**config.mk**
```make
export PLATFORM = sky130hd
export DESIGN_NAME = adc_responder_flat
export DESIGN_NICKNAME = d
export VERILOG_FILES = /design/src/rtl/adc_pkg.sv /design/src/rtl/adc_responder_if.sv /design/src/rtl/sync_edge.sv /design/src/rtl/adc_responder.sv /design/src/flat_wrapper.sv
export SDC_FILE = /design/constraint.sdc
export NUM_CORES = 1
export LEC_CHECK = 0
export ABC_AREA = 1
export ABC_CLOCK_PERIOD_IN_PS = 1900
export BUFFER_PORTS_ARGS = -buffer_cell sky130_fd_sc_hd__buf_2
export CAP_MARGIN = 0
export CORE_ASPECT_RATIO = 0.9
export CORE_MARGIN = 2
export CORE_UTILIZATION = 30
export DETAILED_ROUTE_END_ITERATION = 8
export SLEW_MARGIN = 20
export SYNTH_ARGS = -nofsm -noshare
export SYNTH_HDL_FRONTEND = slang
export SYNTH_SLANG_ARGS = --single-unit
```
**constraint.sdc**
```tcl
create_clock -name CLOCK -period 1.9 [get_ports CLOCK]
set_input_delay 0.19 -clock CLOCK [delete_from_list [all_inputs] [get_ports CLOCK]]
set_output_delay 0.19 -clock CLOCK [all_outputs]
set_load 0.02 [all_outputs]
```
**src/rtl/adc_pkg.sv**
```systemverilog
// Constants and state encoding shared by the ADC responder and the ADC controller.
package adc_pkg;

  localparam int DATA_W         = 12;
  localparam int NUM_CH         = 8;
  localparam int FRAME_BITS     = 16;
  localparam int ADDR_W         = 3;
  // Rising-edge counts (before increment) on which the next address is sampled, MSB first.
  localparam int ADDR_FIRST_BIT = 2;
  localparam int ADDR_LAST_BIT  = 4;

  typedef enum logic {
    IDLE   = 1'b0,
    ACTIVE = 1'b1
  } state_t;

endpackage

```
**src/rtl/adc_responder_if.sv**
```systemverilog
// Serial ADC bus: the initiator drives clock, select and address; the responder returns data.
interface adc_responder_if;

  logic ADC_SCLK;
  logic ADC_CS_N;
  logic ADC_SADDR;
  logic ADC_SDAT;

  modport master (output ADC_SCLK, output ADC_CS_N, output ADC_SADDR, input ADC_SDAT);
  modport slave  (input ADC_SCLK, input ADC_CS_N, input ADC_SADDR, output ADC_SDAT);

endinterface

```
**src/rtl/sync_edge.sv**
```systemverilog
// Multi-flop synchronizer for one asynchronous bit, with single-cycle rise/fall strobes.
module sync_edge #(
  parameter int   STAGES   = 2,
  parameter logic IDLE_VAL = 1'b0
) (
  input  logic clk,
  input  logic rst_n,
  input  logic d,
  output logic q,
  output logic rise,
  output logic fall
);

  logic [STAGES-1:0] chain;
  logic              prev;

  always_ff @(posedge clk) begin
    if (!rst_n) begin
      chain <= {STAGES{IDLE_VAL}};
      prev  <= IDLE_VAL;
    end else begin
      // NOTE: non-blocking so each stage takes the previous stage's old value, forming a real chain.
      chain <= STAGES'({chain, d});
      prev  <= chain[STAGES-1];
    end
  end

  assign q    = chain[STAGES-1];
  assign rise = q & ~prev;
  assign fall = ~q & prev;

endmodule

```
**src/rtl/adc_responder.sv**
```systemverilog
// Emulates a serial multi-channel ADC: serves the addressed channel's snapshot MSB first and
// collects the address for the following frame from ADC_SADDR.
module adc_responder #(
  parameter int DATA_W      = adc_pkg::DATA_W,
  parameter int NUM_CH      = adc_pkg::NUM_CH,
  parameter int FRAME_BITS  = adc_pkg::FRAME_BITS,
  parameter int SYNC_STAGES = 2
) (
  input  logic                     CLOCK,
  input  logic                     RESET_N,
  adc_responder_if.slave           adc,
  input  logic [NUM_CH*DATA_W-1:0] CH_DATA,
  output logic                     FRAME_DONE,
  output logic                     FRAME_ERR,
  output logic [2:0]               CUR_ADDR
);

  import adc_pkg::*;

  localparam int CNT_W   = $clog2(FRAME_BITS + 1);
  localparam int FLUSH_W = SYNC_STAGES + 1;
  localparam logic [CNT_W-1:0] LAST_RISE = CNT_W'(FRAME_BITS - 1);
  localparam logic [CNT_W-1:0] FULL      = CNT_W'(FRAME_BITS);
  localparam logic [CNT_W-1:0] ADDR_LO   = CNT_W'(ADDR_FIRST_BIT);
  localparam logic [CNT_W-1:0] ADDR_HI   = CNT_W'(ADDR_LAST_BIT);

  state_t                 state, state_next;
  logic [CNT_W-1:0]       bit_cnt;
  logic [FRAME_BITS-1:0]  shreg;
  logic [2:0]             addr_next;
  logic [SYNC_STAGES-1:0] saddr_sync;
  logic [FLUSH_W-1:0]     flush;
  logic                   armed;
  logic                   sclk_q, sclk_rise, sclk_fall;
  logic                   cs_q, cs_rise, cs_fall;
  logic                   saddr, frame_full;
  logic                   start, done_next, err_next;
  logic [DATA_W-1:0]      ch [NUM_CH];

  for (genvar k = 0; k < NUM_CH; k++) begin : g_ch
    assign ch[k] = CH_DATA[k*DATA_W +: DATA_W];
  end

  sync_edge #(.STAGES(SYNC_STAGES), .IDLE_VAL(1'b1)) u_sclk (
    .clk(CLOCK), .rst_n(RESET_N), .d(adc.ADC_SCLK), .q(sclk_q), .rise(sclk_rise), .fall(sclk_fall)
  );

  sync_edge #(.STAGES(SYNC_STAGES), .IDLE_VAL(1'b1)) u_cs (
    .clk(CLOCK), .rst_n(RESET_N), .d(adc.ADC_CS_N), .q(cs_q), .rise(cs_rise), .fall(cs_fall)
  );

  assign saddr      = saddr_sync[SYNC_STAGES-1];
  assign frame_full = (bit_cnt == FULL);

  always_ff @(posedge CLOCK) begin
    if (!RESET_N) state <= IDLE;
    else          state <= state_next;
  end

  always_comb begin
    // NOTE: every output gets a default first so no branch can infer a latch.
    state_next = state;
    start      = 1'b0;
    done_next  = 1'b0;
    err_next   = 1'b0;
    unique case (state)
      IDLE: begin
        if (cs_fall && armed) begin
          state_next = ACTIVE;
          start      = 1'b1;
        end
      end
      ACTIVE: begin
        // A CS_N rise wins over any coincident SCLK edge.
        if (cs_rise) begin
          state_next = IDLE;
          err_next   = !frame_full;
        end else if (sclk_rise && bit_cnt == LAST_RISE) begin
          done_next  = 1'b1;
        end
      end
      default: state_next = IDLE;
    endcase
  end

  always_ff @(posedge CLOCK) begin
    if (!RESET_N) begin
      saddr_sync <= '0;
      flush      <= '0;
      armed      <= 1'b0;
      bit_cnt    <= '0;
      shreg      <= '0;
      addr_next  <= '0;
      CUR_ADDR   <= '0;
      FRAME_DONE <= 1'b0;
      FRAME_ERR  <= 1'b0;
    end else begin
      saddr_sync <= SYNC_STAGES'({saddr_sync, adc.ADC_SADDR});
      flush      <= FLUSH_W'({flush, 1'b1});
      // Frames are accepted only once a genuinely idle bus has been seen after reset, so a
      // select held low through reset cannot masquerade as a fresh falling edge.
      if (flush[FLUSH_W-1] && cs_q && sclk_q) armed <= 1'b1;
      FRAME_DONE <= done_next;
      FRAME_ERR  <= err_next;
      if (start) begin
        bit_cnt <= '0;
        shreg   <= FRAME_BITS'(ch[CUR_ADDR]);
      end else if (state == ACTIVE && !cs_rise && !frame_full) begin
        if (sclk_fall) shreg <= shreg << 1;
        if (sclk_rise) begin
          bit_cnt <= bit_cnt + CNT_W'(1);
          if (bit_cnt >= ADDR_LO && bit_cnt <= ADDR_HI) addr_next <= {addr_next[1:0], saddr};
        end
      end
      if (done_next) CUR_ADDR <= addr_next;
    end
  end

  assign adc.ADC_SDAT = (state == ACTIVE) && !frame_full && shreg[FRAME_BITS-1];

endmodule

```
**src/flat_wrapper.sv**
```systemverilog
// flat-port wrapper written by rule: the top's interface ports become plain ports
module adc_responder_flat import adc_pkg::*;
#(
  parameter int DATA_W      = adc_pkg::DATA_W,
  parameter int NUM_CH      = adc_pkg::NUM_CH,
  parameter int FRAME_BITS  = adc_pkg::FRAME_BITS,
  parameter int SYNC_STAGES = 2
)
  (CLOCK, RESET_N, CH_DATA, FRAME_DONE, FRAME_ERR, CUR_ADDR, adc_ADC_SCLK, adc_ADC_CS_N, adc_ADC_SADDR, adc_ADC_SDAT);
  adc_responder_if adc_i ();
  input  logic CLOCK;
  input  logic RESET_N;
  input  logic [NUM_CH*DATA_W-1:0] CH_DATA;
  output logic FRAME_DONE;
  output logic FRAME_ERR;
  output logic [2:0] CUR_ADDR;
  input wire logic [$bits(adc_i.ADC_SCLK)-1:0] adc_ADC_SCLK;
  input wire logic [$bits(adc_i.ADC_CS_N)-1:0] adc_ADC_CS_N;
  input wire logic [$bits(adc_i.ADC_SADDR)-1:0] adc_ADC_SADDR;
  output wire logic [$bits(adc_i.ADC_SDAT)-1:0] adc_ADC_SDAT;
  assign adc_i.ADC_SCLK = adc_ADC_SCLK;
  assign adc_i.ADC_CS_N = adc_ADC_CS_N;
  assign adc_i.ADC_SADDR = adc_ADC_SADDR;
  assign adc_ADC_SDAT = adc_i.ADC_SDAT;
  adc_responder #(.DATA_W(DATA_W), .NUM_CH(NUM_CH), .FRAME_BITS(FRAME_BITS), .SYNC_STAGES(SYNC_STAGES)) u_core (.CLOCK(CLOCK), .RESET_N(RESET_N), .adc(adc_i), .CH_DATA(CH_DATA), .FRAME_DONE(FRAME_DONE), .FRAME_ERR(FRAME_ERR), .CUR_ADDR(CUR_ADDR));
endmodule
```
## Yosys cells after proc, flatten, opt, wreduce, memory -nomap -nowiden

Cells that the tools add are included.

| cells by class | value |
|---|---|
| add/sub/neg operators | 1 |
| magnitude comparators | 3 |
| equality and inequality tests | 2 |
| mux-type cells | 14 |
| bitwise operators | 12 |
| reductions and logical operators | 19 |

Operator list:

| cell | number |
|---|---|
| $mux W12 | 5 |
| $bmux W12 S3 | 1 |
| $logic_and A1 B1 Y1 | 9 |
| $mux W1 | 7 |
| $not A1 Y1 | 7 |
| $reduce_and A2 Y1 | 3 |
| $add A5 B1 Y5 const B | 1 |
| $eq A5 B4 Y1 const B | 1 |
| $eq A5 B5 Y1 const B | 1 |
| $ge A5 B2 Y1 const B | 1 |
| $le A5 B3 Y1 const B | 1 |
| $and A1 B1 Y1 | 4 |
| $ge A4 B4 Y1 const B | 1 |
| $not A3 Y4 | 1 |
| $reduce_and A4 Y1 | 1 |
| $reduce_bool A2 Y1 | 2 |
| $reduce_and A3 Y1 | 1 |
| $logic_not A1 Y1 | 2 |
| $pmux W1 S2 | 1 |
| $reduce_or A2 Y1 | 1 |

| storage, ports and cells | value |
|---|---|
| register bits | 42 |
| output and inout bits | 6 |

## Longest topological paths before layout

| depth | value |
|---|---|
| depth after elaboration | 7 |
| gate-level depth with buffers | 10 |
| mapped depth without buffers | 10 |

## Hierarchy

From an unflattened synthesis, not the netlist that was laid out.

| unflattened totals | value |
|---|---|
| cell total of the unflattened synthesis | 500 |
| area, all modules | 2,854.0 um^2 |

By module, submodules not included:

| module | instances | cells each | area an instance (um^2) | seq. area each (um^2) |
|---|---|---|---|---|
| adc_responder | 1 | 476 | 2,666.3 | 720.7 |
| sync_edge | 2 | 12 | 93.8 | 60.1 |

## Worst setup path before layout

Ideal clock, no wire load.

| timing path | value |
|---|---|
| path type | register to register |
| start point | register u_core.bit_cnt[0] |
| end point | register u_core.shreg[3] |
| library setup time | 0.118 ns |
| data arrival time | 1.408 ns |
| data required time | 1.782 ns |
| slack | 0.374 ns |
| stages on the path, launching flop included | 10 |
| buffers on the path | 1 |
| clock period less this slack | 1.526 ns |
| cells stage by stage | dfxtp_1 > inv_1 > ha_1 > nand2_1 > inv_1 > nand2_1 > nand3_4 > buf_4 > o21bai_1 > a21oi_1 |

| between the ends | value |
|---|---|
| word-level cells in the longest chain between the ends | 5 |

RTL lines:

| element | line | source |
|---|---|---|
| from (decl) | adc_responder.sv:28 | `logic [CNT_W-1:0] bit_cnt;` |
| from (signal assigned) | adc_responder.sv:111 | `bit_cnt <= bit_cnt + CNT_W'(1);` |
| $eq A5 B5 Y1 | adc_responder.sv:53 | `assign frame_full = (bit_cnt == FULL);` |
| $logic_not A1 Y1 | adc_responder.sv:108 | `end else if (state == ACTIVE && !cs_rise && !frame_full) begin` |
| $logic_and A1 B1 Y1 | adc_responder.sv:108 |  |
| $reduce_bool A2 Y1 (no line) | n/a |  |
| $reduce_and A2 Y1 (no line) | n/a |  |
| to (signal assigned) | adc_responder.sv:107 | `shreg <= FRAME_BITS'(ch[CUR_ADDR]);` |
| to (signal assigned) | adc_responder.sv:109 | `if (sclk_fall) shreg <= shreg << 1;` |
| to (decl) | adc_responder.sv:29 | `logic [FRAME_BITS-1:0] shreg;` |

Every way passes these cells.
A chain may end at the register's enable or synchronous reset.

## Worst setup path after layout

| timing path | value |
|---|---|
| start point | register u_core.bit_cnt[1] |
| end point | output port adc_ADC_SDAT |

| between the ends | value |
|---|---|
| word-level cells in the longest chain between the ends | 4 |

RTL lines:

| element | line | source |
|---|---|---|
| $eq A5 B5 Y1 | adc_responder.sv:53 |  |
| $logic_not A1 Y1 | adc_responder.sv:119 | `assign adc.ADC_SDAT = (state == ACTIVE) && !frame_full && shreg[FRAME_BITS-1];` |
| $logic_and A1 B1 Y1 (2 in series) | adc_responder.sv:119 |  |
| to (decl) | flat_wrapper.sv:20 | `output wire logic [$bits(adc_i.ADC_SDAT)-1:0] adc_ADC_SDAT;` |

Every way passes these cells.

==> flow_summary.toml <==
[cts]
htreeDepth = 2
clk_pin_slew_worst_paths_ns = 0.08
clockBufferDepth = 2
cts_root_buffer = "clkbuf_8"
ctsHoldBuffers = 0
cts_tree = "built"
clkLatencyLatePin_ns = 0.29
clock-sinks = 42
cts_buffers = 5
post-cts-setup-buffer-count = 0

[sta]
skew_ns = 0.006220
tightest_slew_ns = 0.4672
hold_violations = 0
period_minus_slack_ns = 1.718
setup-violations-final = 0
slew_violations = 0
fmax_ghz = 0.5822
rsz0062_at_grt = "no"
final.setup.tns_ns = 0
relSlewSlack_pct = 68.85
period_share_pct = 90.40

[worst_setup_path]
worst_path_max_delay_cell = "dfxtp_1"
crit_end = "adc_ADC_SDAT"
reg2reg_slack_ns = 0.33
startpoint = "u_core.bit_cnt[1]$_SDFFE_PP0P_"
slowest_delay_ns = 0.36
start_kind = "flop"
r2r_cells = 8
path_depth = 8
endpoint_kind = "primary output"
critPathTopFamily = "simple AND/OR/NAND/NOR gates"
path_max_fanout = 6
r2r-end = "u_core.shreg[5]$_SDFFE_PN0P_"
worstSetupPathType = "reg -> out"
crit_arrival_ns = 1.53
crit_chain = "inv_1 -> ha_1 -> nand2_1 -> inv_1 -> nand2_4 -> nand2_1 -> nor2_1 -> buf_2"
cp_data_required_time_ns = 1.71
regToRegStartpoint = "u_core.bit_cnt[1]$_SDFFE_PP0P_"
path_buf_inv = 3

[logic_synthesis]
ys_top_cells_by_area = "dfxtp_1, nand2_1, nand3_1, inv_1, a21oi_1"
ys_warn_count = 0
syn_inst = 488
synth.ff_latch_count = 42
yosysUniqueCellTypes = 27
syn_avg_cell_area_sq_um = 5.923
synth_top_area_share_pct = 29.09
synth_area_leader_cell = "dfxtp_1"
syn-cell-area_sq_um = 2890
synth_nets = 592
ys_seq_area_share_pct = 29.09

[cells_and_area]
multi_input_area_sq_um = 1578
layout_commonest_cell = "nand2_1"
final-seq-area_sq_um = 842.1
final_nets = 686
diodes = 0
final_cell_mix = "nand2_1, buf_2, inv_1"
num-fill-cells = 1073
syn_to_final_growth_pct = 24.59
drive_above_1_share_pct = 23.02

[global_routing]
grt_pass1_vias = 3090
track_usage_pct = 15.61
antenna_found_initial = 0
grt.overflow.total = 0
grt_max_degree = 50
grt_pass1_wl_mm = 13.41

[drt]
routedWlPerCell_um = 11.33
vias = 3184
ant_nets = 0
via_per_inst = 4.523
drt_wl_total_mm = 7.979
route.detailed.drc = 0
drtIter0Drc = 208
drtPass1Iterations = 4

[power_and_ir_drop]
p_leak_nw = 2.012
p_total_w = 0.001680
power_per_cell_area_nw_per_um2 = 466.5
ir_drop_mv = 0.2339

[floorplan]
design.core.area_sq_um = 9249
io_pins = 107
start_util_pct = 31.25
die_h_um = 97.12
rows = 33
fp.dieW_um = 107.5
dieArea_sq_um = 10440

[min_path]
hold_path.class = "in -> reg"

[placement]
portBuffers = 106
globalplace.congestion = 0.7580
dpl.hpwl_mm = 6.099

[flow_run]
maxCapViolations = 0

[outcome]
status = "finished clean"
-- Yosys cell counts, drive strengths merged --
cell / count
a211oi: 2
a21oi: 24
buf: 16
clkbuf: 9
dfxtp: 42
ha: 3
inv: 96
nand2: 154
nand3: 81
nand3b: 14
nand4: 3
nor2: 19
nor3: 3
o21a: 1
o21ai: 5
o21bai: 11
or2: 5
-- kinds of logic (layout without fill, tap and decap cells) --
family          Yosys count  in the layout  synth area share (%)
compound gates           43             43                 9.221
fa+ha+maj                 3              3                 1.299
buf+inv                 121            215                 16.58
flops                    42             42                 29.09
simple gates            279            279                 43.81
-- cell type report --
type | count | area share, %
clock inverters | 1 | 0.2085
flip-flops and latches | 42 | 23.38
well taps | 122 | 4.239
multi-input cells | 325 | 43.82
repair buffers | 112 | 16.33
clock buffers | 6 | 2.015
inverters | 96 | 10.01
-- per-layer routing --
metal	up-vias	routed length (um)	GRT usage [%]
li1	1683	-	-
met1	1428	3757	20.67
met2	66	3774	26.48
met3	7	358	2.280
met4	0	88	4.043
met5	-	0	0
-- what timing repair did --
action | in CTS | in global routing
gates resized for setup | 1 | 2
hold endpoints to repair | 0 | 0
endpoints found under the setup margin | 1 | 1
-- worst min-delay path by stage --
stage,from,to,cells after the start
after global placement,adc_ADC_SADDR,u_core.saddr_sync[0]$_SDFF_PN0_,3
after global routing,adc_ADC_SCLK,u_core.u_sclk.chain[0]$_SDFF_PN1_,2
after detailed placement,adc_ADC_SCLK,u_core.u_sclk.chain[0]$_SDFF_PN1_,2
after CTS,adc_ADC_SCLK,u_core.u_sclk.chain[0]$_SDFF_PN1_,2
final,adc_ADC_SADDR,u_core.saddr_sync[0]$_SDFF_PN0_,3
after floorplan,RESET_N,u_core.flush[0]$_DFF_P_,0
-- state kept, by name, indices dropped and copies added (netlist names) --
signal               count
u_core.u_sclk.chain      2
u_core.armed             1
u_core.u_sclk.prev       1
u_core.CUR_ADDR          3
u_core.bit_cnt           5
u_core.FRAME_DONE        1
u_core.flush             3
u_core.shreg            16
u_core.u_cs.prev         1
u_core.state             1
u_core.saddr_sync        2
u_core.u_cs.chain        2
u_core.FRAME_ERR         1
u_core.addr_next         3
-- stage by stage --
stage	std cells	hold WS, ns	setup slack [ns]	cell area [sq um]	utilization (%)
final	704	0.08043	0.1825	3601	38.93
after CTS	704	0.07834	0.06924	3595	38.87
after detailed placement	697	0.3875	0.1596	3512	37.97
after floorplan	488	0.2177	0.3736	2890	-
after global placement	697	0.3807	0.2665	3512	37.97
after global routing	704	0.07416	0.004243	3601	38.93
-- worst reg2reg max path, cell delays in order (launching register included) --
cell	delay (ns)
dfxtp_1	0.36
inv_1	0.09
ha_1	0.20
nand2_1	0.07
inv_1	0.06
nand2_4	0.11
nand3_4	0.26
o21bai_1	0.25
a21oi_1	0.09
-- where the power goes --
group          switching, W  internal [W]
combinational      0.000111      0.000122
sequential       0.00000720      0.000895
clock              0.000294      0.000252
Power figures use the tool's default switching activity.
